### src/rtl/uart_rx_sampler.sv
`timescale 1ns/1ps
// 8N1 serial receiver: synchronises uart_rx, samples at 16x oversampling and
// presents each correctly framed byte with a one-clock rx_status strobe.
module uart_rx_sampler #(
    parameter int BAUD_DIV    = 651,
    parameter int SYNC_STAGES = 2
) (
    input  logic       clk,
    input  logic       reset,
    input  logic       uart_rx,
    output logic [7:0] rx_data,
    output logic       rx_status,
    output logic       frame_err,
    output logic       busy
);

    typedef enum logic [2:0] {
        S_IDLE,
        S_START,
        S_DATA,
        S_STOP,
        S_BREAK
    } state_t;

    localparam logic [15:0] DIV_LAST = 16'(BAUD_DIV - 1);

    logic [SYNC_STAGES-1:0] sync_q;
    logic                   rxs;

    state_t      state_q;
    logic [15:0] div_q;
    logic [15:0] div_d;
    logic        div_run;
    logic        tick;
    logic [3:0]  tcnt_q;
    logic [2:0]  bcnt_q;
    logic [7:0]  shreg_q;
    logic [7:0]  rx_data_q;
    logic        rx_status_q;
    logic        frame_err_q;
    logic        busy_q;

    // Synchroniser flops reset to 1 so the idle-high line never looks like a start edge.
    always_ff @(posedge clk or posedge reset) begin
        if (reset) begin
            sync_q <= '1;
        end else begin
            sync_q <= {sync_q[SYNC_STAGES-2:0], uart_rx};
        end
    end

    assign rxs = sync_q[SYNC_STAGES-1];

    // Divider only runs while a frame is being sampled, so tick phase follows the start edge.
    assign div_run = (state_q == S_START) || (state_q == S_DATA) || (state_q == S_STOP);
    assign tick    = div_run && (div_q == DIV_LAST);

    always_comb begin
        div_d = div_q + 16'd1;
        if (!div_run || tick) begin
            div_d = '0;
        end
    end

    always_ff @(posedge clk or posedge reset) begin
        if (reset) begin
            div_q <= '0;
        end else begin
            div_q <= div_d;
        end
    end

    always_ff @(posedge clk or posedge reset) begin
        if (reset) begin
            state_q     <= S_IDLE;
            tcnt_q      <= '0;
            bcnt_q      <= '0;
            shreg_q     <= '0;
            rx_data_q   <= '0;
            rx_status_q <= 1'b0;
            frame_err_q <= 1'b0;
            busy_q      <= 1'b0;
        end else begin
            // NOTE: strobes default low every clock and are only raised by the
            // transition that produces them, which guarantees one-clock pulses.
            rx_status_q <= 1'b0;
            frame_err_q <= 1'b0;

            unique case (state_q)
                S_IDLE: begin
                    busy_q <= 1'b0;
                    if (!rxs) begin
                        state_q <= S_START;
                        tcnt_q  <= '0;
                        busy_q  <= 1'b1;
                    end
                end

                S_START: begin
                    if (tick) begin
                        if (tcnt_q == 4'd7) begin
                            if (rxs) begin
                                state_q <= S_IDLE;
                                busy_q  <= 1'b0;
                            end else begin
                                tcnt_q  <= '0;
                                bcnt_q  <= '0;
                                state_q <= S_DATA;
                            end
                        end else begin
                            tcnt_q <= tcnt_q + 4'd1;
                        end
                    end
                end

                S_DATA: begin
                    if (tick) begin
                        tcnt_q <= tcnt_q + 4'd1;
                        if (tcnt_q == 4'd15) begin
                            shreg_q <= {rxs, shreg_q[7:1]};
                            bcnt_q  <= bcnt_q + 3'd1;
                            if (bcnt_q == 3'd7) begin
                                state_q <= S_STOP;
                            end
                        end
                    end
                end

                S_STOP: begin
                    if (tick) begin
                        tcnt_q <= tcnt_q + 4'd1;
                        if (tcnt_q == 4'd15) begin
                            if (rxs) begin
                                rx_data_q   <= shreg_q;
                                rx_status_q <= 1'b1;
                                busy_q      <= 1'b0;
                                state_q     <= S_IDLE;
                            end else begin
                                frame_err_q <= 1'b1;
                                state_q     <= S_BREAK;
                            end
                        end
                    end
                end

                S_BREAK: begin
                    // A held-low line must go high before another start edge can be seen.
                    if (rxs) begin
                        busy_q  <= 1'b0;
                        state_q <= S_IDLE;
                    end
                end

                default: begin
                    busy_q  <= 1'b0;
                    state_q <= S_IDLE;
                end
            endcase
        end
    end

    assign rx_data   = rx_data_q;
    assign rx_status = rx_status_q;
    assign frame_err = frame_err_q;
    assign busy      = busy_q;

endmodule

### config.mk
export PLATFORM = sky130hd
export DESIGN_NAME = uart_rx_sampler
export DESIGN_NICKNAME = d
export VERILOG_FILES = /design/src/rtl/uart_rx_sampler.sv
export SDC_FILE = /design/constraint.sdc
export NUM_CORES = 1
export LEC_CHECK = 0
export ABC_AREA = 1
export CAP_MARGIN = 20
export CORE_UTILIZATION = 45
export CTS_CLUSTER_DIAMETER = 200
export CTS_CLUSTER_SIZE = 14
export DETAILED_ROUTE_END_ITERATION = 10
export GPL_TIMING_DRIVEN = 0
export PLACE_DENSITY = 0.66
export SKIP_CTS_REPAIR_TIMING = 1
export SLEW_MARGIN = 15
export SYNTH_ARGS = -nofsm -noshare
export SYNTH_HDL_FRONTEND = slang
export SYNTH_SLANG_ARGS = --single-unit
### constraint.sdc
create_clock -name clk -period 4.1 [get_ports clk]
set_clock_uncertainty 0.2 [all_clocks]
set_input_delay 0.41 -clock clk [delete_from_list [all_inputs] [get_ports clk]]
set_output_delay 0.41 -clock clk [all_outputs]
set_load 0.02 [all_outputs]
After elaboration in Yosys (flattened, before gate mapping)
Cells that the tools add are included.
{"block": "totals", "ff_bits": 47, "input_bits": 3, "output_inout_bits": 11, "word_cells": 86}
{"block": "op_classes", "addsub": 3, "eq_ne": 19, "n_mux": 38, "bitwise_logic": 1, "n_reduce_logical": 15}
{"operator": "$mux 3", "n": 15}
{"operator": "$add 16x1->16 const B", "n": 1}
{"operator": "$eq 16x10->1 const B", "n": 1}
{"operator": "$mux 16", "n": 1}
{"operator": "$mux 4", "n": 4}
{"operator": "$pmux 3 s5", "n": 1}
{"operator": "$mux 1", "n": 13}
{"operator": "$ne 2x2->1 const B", "n": 6}
{"operator": "$pmux 4 s3", "n": 1}
{"operator": "$ne 2x1->1 const B", "n": 5}
{"operator": "$reduce_and 9->1", "n": 1}
{"operator": "$eq 3x2->1 const B", "n": 2}
{"operator": "$eq 3x3->1 const B", "n": 2}
{"operator": "$pmux 3 s2", "n": 1}
{"operator": "$reduce_and 3->1", "n": 2}
{"operator": "$reduce_and 6->1", "n": 1}
{"operator": "$pmux 1 s5", "n": 1}
{"operator": "$reduce_and 5->1", "n": 1}
{"operator": "$add 4x1->4 const B", "n": 1}
{"operator": "$eq 4x3->1 const B", "n": 1}
{"operator": "$eq 4x4->1 const B", "n": 1}
{"operator": "$reduce_and 4->1", "n": 1}
{"operator": "$add 3x1->3 const B", "n": 1}
{"operator": "$eq 3x1->1 const B", "n": 1}
{"operator": "other kinds (9)", "n": 11}

Longest topological paths before layout
Gate-level depths: netlist (run 1).
{"block": "logic_depth", "depth_word": 6, "mapped_depth": 11, "ltp_nobuf": 11}

Worst setup path before layout (run 1)
OpenSTA, ideal clock, no wires.
{"block": "synth_timing", "path_kind": "register to register", "start": "reg tcnt_q[0]", "end": "reg bcnt_q[0]", "arrival_time_ns": 1.366, "path_slack_ns": 2.420, "path_stages_with_launch": 10, "n_path_buf": 0, "path_cell_list": "dfrtp_1 ha_1 nand2_1 nor2_2 nor2_1 nor2_4 nand3_2 nand2_1 nand2_1 inv_1"}
{"block": "synth_between", "elab_chain_len": 3, "elab_cells_between_ends": 5, "cone_classes": "4 x eq/ne; 1 x reduce/logical"}
{"item": "from (decl)", "line_no": "35", "text": "logic [3:0] tcnt_q;"}
{"item": "from (signal assigned)", "line_no": "111", "text": "tcnt_q <= tcnt_q + 4'd1;"}
{"item": "from (signal assigned)", "line_no": "118", "text": "tcnt_q <= tcnt_q + 4'd1;"}
{"item": "from (signal assigned)", "line_no": "131", "text": "tcnt_q <= tcnt_q + 4'd1;"}
{"item": "$eq 4x4->1 / $eq 4x3->1 (equally long branches)", "line_no": "119, 101"}
{"item": "$ne 2x1->1 (no source line)"}
{"item": "$reduce_and 6->1 (no source line) (*)"}
{"item": "to (signal assigned)", "line_no": "121", "text": "bcnt_q <= bcnt_q + 3'd1;"}
{"item": "to (decl)", "line_no": "36", "text": "logic [2:0] bcnt_q;"}
Every way passes the cells marked *; elsewhere a longest branch is shown, timed or not.
A chain may end at the register's enable or synchronous reset.

Worst setup path in the final report (run 1)
{"block": "layout_timing", "start": "reg div_q[0]", "end": "reg shreg_q[3]"}
{"block": "layout_between", "elab_chain_len": 3}
{"item": "from (decl)", "line_no": "31", "text": "logic [15:0] div_q;"}
{"item": "from (signal assigned)", "line_no": "69", "text": "div_q <= div_d;"}
{"item": "$eq 16x10->1", "line_no": "56", "text": "assign tick = div_run && (div_q == DIV_LAST);"}
{"item": "$logic_and 1x1->1", "line_no": "56"}
{"item": "$reduce_and 3->1 (no source line)"}
{"item": "to (signal assigned)", "line_no": "120", "text": "shreg_q <= {rxs, shreg_q[7:1]};"}
{"item": "to (decl)", "line_no": "37", "text": "logic [7:0] shreg_q;"}
No other way between the ends.

==> impl_metrics.json, run 1 <==
{
  "r2r_setup_slack_ns": 2.11,
  "core_um2": 5540,
  "synth_most_common_cell": "nand2_1",
  "rows": 27,
  "grt_pass1_wl_mm": 9.65,
  "setup_viol": 0,
  "multi_input_comb_area_um2": 1250,
  "synth_area_leaders": "dfrtp_1 43%, nand2_1 18%, nor2_1 7.2%",
  "port_buffers": 13,
  "cts_max_level": 2,
  "max_slew_margin": 0.623,
  "drtIter0Drc": 183,
  "cp-end-kind": "flop",
  "routed_wl_mm": 5.42,
  "rsz0062_at_grt": "no",
  "track_usage": 0.200,
  "setup_tns_ns": 0,
  "layout_setup_ws_ns": 2.11,
  "synth_area_um2": 2590,
  "synth_flop_cell": "dfrtp_1",
  "synth_nets": 357,
  "numCtsBuffers": 5,
  "drt_first_pass_iters": 5,
  "min_period_ns": 1.99,
  "vias": 2228,
  "place_area_um2": 2840,
  "cap_viol_max_count": 0,
  "min_path_type": "reg -> reg",
  "crit_fanout": 8,
  "gp_congestion": 0.883,
  "status": "complete, no violations",
  "final_cells": 443,
  "dieWidth_um": 77.9,
  "timing.final.crit_share": 0.486,
  "synthArstFlopShare": 1.00,
  "path_clk_slew_ns": 0.10,
  "grt-ovfl-total": 0,
  "clk_path_buf_depth": 2,
  "hold_viol_final": 0,
  "powerDensity_nw_per_um2": 267,
  "wl_per_cell_um": 12.2,
  "io_pins": 14,
  "yosys.cell_types.count": 28,
  "synth_commonest_cells": "122 x nand2_1, 50 x nor2_1, 45 x dfrtp_1",
  "insertion_delay_ns": 0.31,
  "postSynthCellCount": 349,
  "nFillCells": 545,
  "cp.required_ns": 4.10,
  "power_w": 0.000784,
  "leakage_nw": 1.44,
  "area_growth_pct": 13.4,
  "regToRegEndpoint": "shreg_q[3]$_DFFE_PP0P_",
  "finalMaxSlewViolations": 0,
  "hold_depth": 0,
  "synth-seq-area-share": 0.455,
  "diodes": 0,
  "worstSetupPathType": "reg -> reg",
  "r2r_start": "div_q[0]$_DFF_PP0_",
  "dieArea_um2": 6070,
  "vdd_drop_max_uv": 194,
  "die_height_um": 77.9,
  "first_global_vias": 2189,
  "ys_ff_latch": 47,
  "grt_max_degree": 26,
  "critPathLaunchType": "flop",
  "antenna_found_initial": 0,
  "place_ws_ns": 2.14,
  "synth.avg_cell_area_um2": 7.43,
  "hold_end": "sync_q[1]$_DFF_PP1_",
  "cts_root_buffer": "clkbuf_8",
  "clock.fmax_ghz": 0.502,
  "synth-edff-count": 0,
  "drc": 0,
  "ant_nets": 0,
  "seq_area_um2": 1180,
  "synth_top_area_share": 0.434,
  "yosys_warnings": 0,
  "cts_sinks": 47,
  "vias_per_cell": 5.03,
  "rr_worst_depth": 9,
  "drive_gt1_frac": 0.0782,
  "synth_top_cell_by_area": "dfrtp_1",
  "place_inst": 435,
  "worstPathArrival_ns": 1.99,
  "place_hpwl_mm": 3.99,
  "hp-start": "sync_q[0]$_DFF_PP1_",
  "fin_nets": 378,
  "tightest_slew_ns": 0.564,
  "cts_tree": "yes",
  "start_util": 0.468,
  "final_area_um2": 2940
}
[flip-flops by register name (all words and copies together) (netlist names)]
name and flops:
rx_status 1, div_q 16, busy 1, bcnt_q 3, shreg_q 8, tcnt_q 4, frame_err 1, sync_q 2
rx_data 8, state_q 3
[report_power, final]
part           switching [W]  leakage (nW)  total [W]  internal, W
logic              0.0000125         0.765  0.0000174   0.00000485
registers        0.000000469         0.630   0.000465     0.000465
clock network       0.000163        0.0474   0.000301     0.000138
[cell usage in the layout, fill, tap and decap left out]
cell type | synthesis | final
nor2_2 | 2 | 2
nor2_1 | 50 | 50
inv_1 | 31 | 30
nand4_2 | 1 | 1
clkbuf_1 | 1 | 1
a21oi_1 | 1 | 1
o211ai_1 | 1 | 1
nand2_1 | 122 | 122
clkinvlp_4 | 0 | 1
xnor2_1 | 1 | 1
clkbuf_8 | 0 | 6
inv_2 | 2 | 3
nor3_1 | 13 | 13
buf_2 | 3 | 3
o21ai_0 | 6 | 6
nand3b_1 | 3 | 3
nand3_2 | 1 | 1
ha_1 | 5 | 5
buf_4 | 1 | 1
clkdlybuf4s50_1 | 0 | 13
o21ai_1 | 2 | 2
nor3b_1 | 2 | 2
nor2_4 | 4 | 4
buf_16 | 0 | 1
dfrtp_1 | 45 | 45
nand4_1 | 14 | 14
nand3_1 | 27 | 27
nand3_4 | 1 | 1
xor2_1 | 6 | 6
nor3_2 | 1 | 1
dfstp_2 | 2 | 2
clkinv_4 | 1 | 2
[worst max-delay path, cell delays in order, from the launching register on]
cell     delay (ns)
dfrtp_1        0.43
inv_1          0.09
ha_1           0.21
nand2_1        0.07
nor2_1         0.10
nand2_1        0.11
nor2_4         0.24
nand4_2        0.25
nand2_1        0.12
nand2_1        0.05
[worst max path at each step]
| stage | start | endpoint | slack (ns) | cells past startpoint |
|---|---|---|---|---|
| finish | div_q[0]$_DFF_PP0_ | shreg_q[3]$_DFFE_PP0P_ | 2.11 | 9 |
| CTS | div_q[0]$_DFF_PP0_ | shreg_q[3]$_DFFE_PP0P_ | 2.12 | 9 |
| global route | div_q[0]$_DFF_PP0_ | shreg_q[6]$_DFFE_PP0P_ | 1.94 | 9 |
| detailed placement | div_q[0]$_DFF_PP0_ | shreg_q[3]$_DFFE_PP0P_ | 2.14 | 9 |
| floorplan | reset | bcnt_q[0]$_DFFE_PP0P_ | 2.38 | 1 |
| global placement | reset | tcnt_q[0]$_DFFE_PP0P_ | 1.44 | 2 |
[kinds of logic (layout without fill, tap and decap cells)]
group,count (synthesis),after routing,share of synthesized area
simple gates,241,241,0.416
flops,47,47,0.455
buf+inv,39,61,0.0613
compound gates,10,10,0.0203
xor+xnor,7,7,0.0236
fa+ha+maj,5,5,0.0241
[metal layers]
layer | share of wire | global-route usage
met1 | 0.49 | 0.262
met2 | 0.46 | 0.329
met3 | 0.028 | 0.0376
met4 | 0.014 | 0.0759
met5 | 0 | 0
[layout make-up]
cell class | instances | area share
buffer | 5 | 0.00894
clock buffer | 6 | 0.0281
clock inverter | 2 | 0.00553
inverter | 34 | 0.0451
multi-input combinational | 263 | 0.427
sequential | 47 | 0.401
tap | 72 | 0.0307
timing repair buffer | 14 | 0.0536
[through the flow]
stage                     hold WS, ns   util
after CTS                       0.164  0.530
final                           0.163  0.530
after floorplan                 0.145      -
after global routing            0.165  0.530
after detailed placement        0.151  0.513
after global placement          0.147  0.508
(Power assumes the default switching activity.)
==> run 2: changes to the inputs <==
PLACE_DENSITY = 0.68   (was 0.66)
clock period = 1.59 ns   (was 4.1 ns; I/O delays follow)
==> impl_metrics.json, run 2 (same netlist as run 1, synthesis figures left out) <==
{
  "worstPathArrival_ns": 1.95,
  "grt_pass1_wl_mm": 8.96,
  "drtIter0Drc": 135,
  "diodes": 0,
  "intPower_w": 0.00152,
  "layout_common_cells": "108 x nand2_1, 42 x nor2_1, 40 x dfrtp_1",
  "seqPwrFrac": 0.617,
  "violations": "negative setup slack",
  "grt-ovfl-total": 0,
  "numCtsBuffers": 5,
  "nFillCells": 504,
  "swShare": 0.219,
  "worstSetupPathType": "reg -> reg",
  "r2r_start": "div_q[0]$_DFF_PP0_",
  "rsz0062_at_grt": "yes",
  "min_period_ns": 1.90,
  "powerDensity_nw_per_um2": 583,
  "fin_nets": 394,
  "critPathSlowestCell": "dfrtp_2",
  "hold_end": "sync_q[0]$_DFF_PP1_",
  "cts_root_buffer": "clkbuf_8",
  "vias": 2362,
  "setup_viol": 45,
  "holdWs_ns": 0.0565,
  "die_height_um": 77.9,
  "vdd_drop_max_uv": 317,
  "critPathLaunchType": "flop",
  "io_pins": 14,
  "hold_depth": 1,
  "port_buffers": 13,
  "crit_fanout": 5,
  "timing.final.crit_share": 1.19,
  "path_clk_slew_ns": 0.08,
  "gp_congestion": 0.880,
  "cp-end-kind": "flop",
  "clk_path_buf_depth": 2,
  "track_usage": 0.190,
  "drive_gt1_frac": 0.225,
  "clock.fmax_ghz": 0.526,
  "antenna_found_initial": 0,
  "start_util": 0.468,
  "hp-start": "uart_rx",
  "place_hpwl_mm": 3.93,
  "grt_max_degree": 34,
  "tightest_slew_ns": 0.408,
  "dieWidth_um": 77.9,
  "cap_viol_max_count": 0,
  "crit_top_cell": "nand2_1",
  "rows": 27,
  "max_slew_margin": 0.726,
  "cp.required_ns": 1.64,
  "finalMaxSlewViolations": 0,
  "top_register": "div_q",
  "layout_setup_ws_ns": -0.310,
  "slowest_delay_ns": 0.45,
  "rr_worst_depth": 11,
  "combPwrFrac": 0.024,
  "cts_sinks": 47,
  "fin_util": 0.602,
  "status": "complete, but fails checks",
  "vias_per_cell": 5.15,
  "crit_family": "simple AND/OR/NAND/NOR gates",
  "insertion_delay_ns": 0.30,
  "power.share.clock": 0.360,
  "min_path_type": "in -> reg",
  "power.switching_w": 0.000426,
  "routed_wl_mm": 6.01,
  "leakage_nw": 1.74,
  "cts_max_level": 2,
  "core_um2": 5540,
  "drt_first_pass_iters": 4,
  "hold_viol_final": 0,
  "dieArea_um2": 6070,
  "cts_tree": "yes",
  "first_global_vias": 1987,
  "largest_register_ffs": 16,
  "r2r_setup_slack_ns": -0.31,
  "path_buf_inv": 2,
  "drc": 0,
  "ant_nets": 0,
  "area_growth_pct": 28.7,
  "wl_per_cell_um": 13.1,
  "regToRegEndpoint": "tcnt_q[3]$_DFFE_PP0P_",
  "path_cells": "inv_2 -> ha_4 -> nand2_2 -> nor2_1 -> nand2_1 -> nor2_4 -> buf_6 -> nand2_4 -> nand2_4 -> nand2_1 -> nand2_1",
  "place_ws_ns": -0.375,
  "final_common_cell": "nand2_1"
}
[run 2: cell count changes in the layout (fill, tap and decap cells not counted), sizes merged]
cell and change:
dlygate4sd3 +1, nand3 +1, clkbuf +2, dlymetal6s2s +11, clkinvlp -1, clkinv +1
clkdlybuf4s50 -11, buf +12
[run 2: worst reg2reg max path, cell delays in order (launching register included)]
cell     delay [ns]
dfrtp_2        0.45
inv_2          0.10
ha_4           0.15
nand2_2        0.05
nor2_1         0.08
nand2_1        0.10
nor2_4         0.28
buf_6          0.18
nand2_4        0.05
nand2_4        0.09
nand2_1        0.06
nand2_1        0.06
[run 2: stage by stage]
stage               total power, W  instances  setup TNS (ns)  cell area [um2]
global placement           0.00126        434          -48.28             2820
finish                     0.00195        459          -10.04             3340
detailed placement         0.00127        435          -11.02             2840
CTS                        0.00197        443          -12.08             2930
floorplan                  0.00125        349           -1.22             2600
global route               0.00203        459          -13.36             3340
[run 2: power groups by stage]
stage               Combinational, W  Sequential (W)  Clock [W]
CTS                        0.0000447         0.00120   0.000729
detailed placement         0.0000444         0.00122          0
global placement           0.0000376         0.00122          0
floorplan                  0.0000233         0.00122          0
global route               0.0000525         0.00120   0.000780
finish                     0.0000459         0.00120   0.000700
[run 2: how the worst max path moves through the flow]
stage,to,cells after the start,slack (ns),from
global placement,busy$_DFFE_PP0P_,2,-0.83,reset
global route,tcnt_q[3]$_DFFE_PP0P_,11,-0.39,div_q[0]$_DFF_PP0_
detailed placement,rx_data[7]$_DFFE_PP0P_,10,-0.37,div_q[0]$_DFF_PP0_
finish,tcnt_q[3]$_DFFE_PP0P_,11,-0.31,div_q[0]$_DFF_PP0_
CTS,rx_data[7]$_DFFE_PP0P_,10,-0.39,div_q[0]$_DFF_PP0_
floorplan,rx_data[1]$_DFFE_PP0P_,10,-0.07,div_q[0]$_DFF_PP0_
[run 2: layer usage]
layer | vias up | routed length, um | GRT usage
met4 | 0 | 103 | 0.0833
met5 | - | 0 | 0
met1 | 1129 | 2930 | 0.272
met2 | 35 | 2800 | 0.275
li1 | 1189 | - | -
met3 | 9 | 169 | 0.0388
[run 2: area by class of cell]
cell class / count / area [um2] / share of cell area
inverter: 34 / 133 / 0.0397
timing repair inverter: 1 / 5.00 / 0.00150
sequential: 47 / 1180 / 0.355
timing repair buffer: 28 / 308 / 0.0922
clock inverter: 1 / 5.00 / 0.00150
multi-input combinational: 264 / 1500 / 0.448
clock buffer: 7 / 76.3 / 0.0229
tap: 72 / 90.1 / 0.0270
buffer: 5 / 40.0 / 0.0120
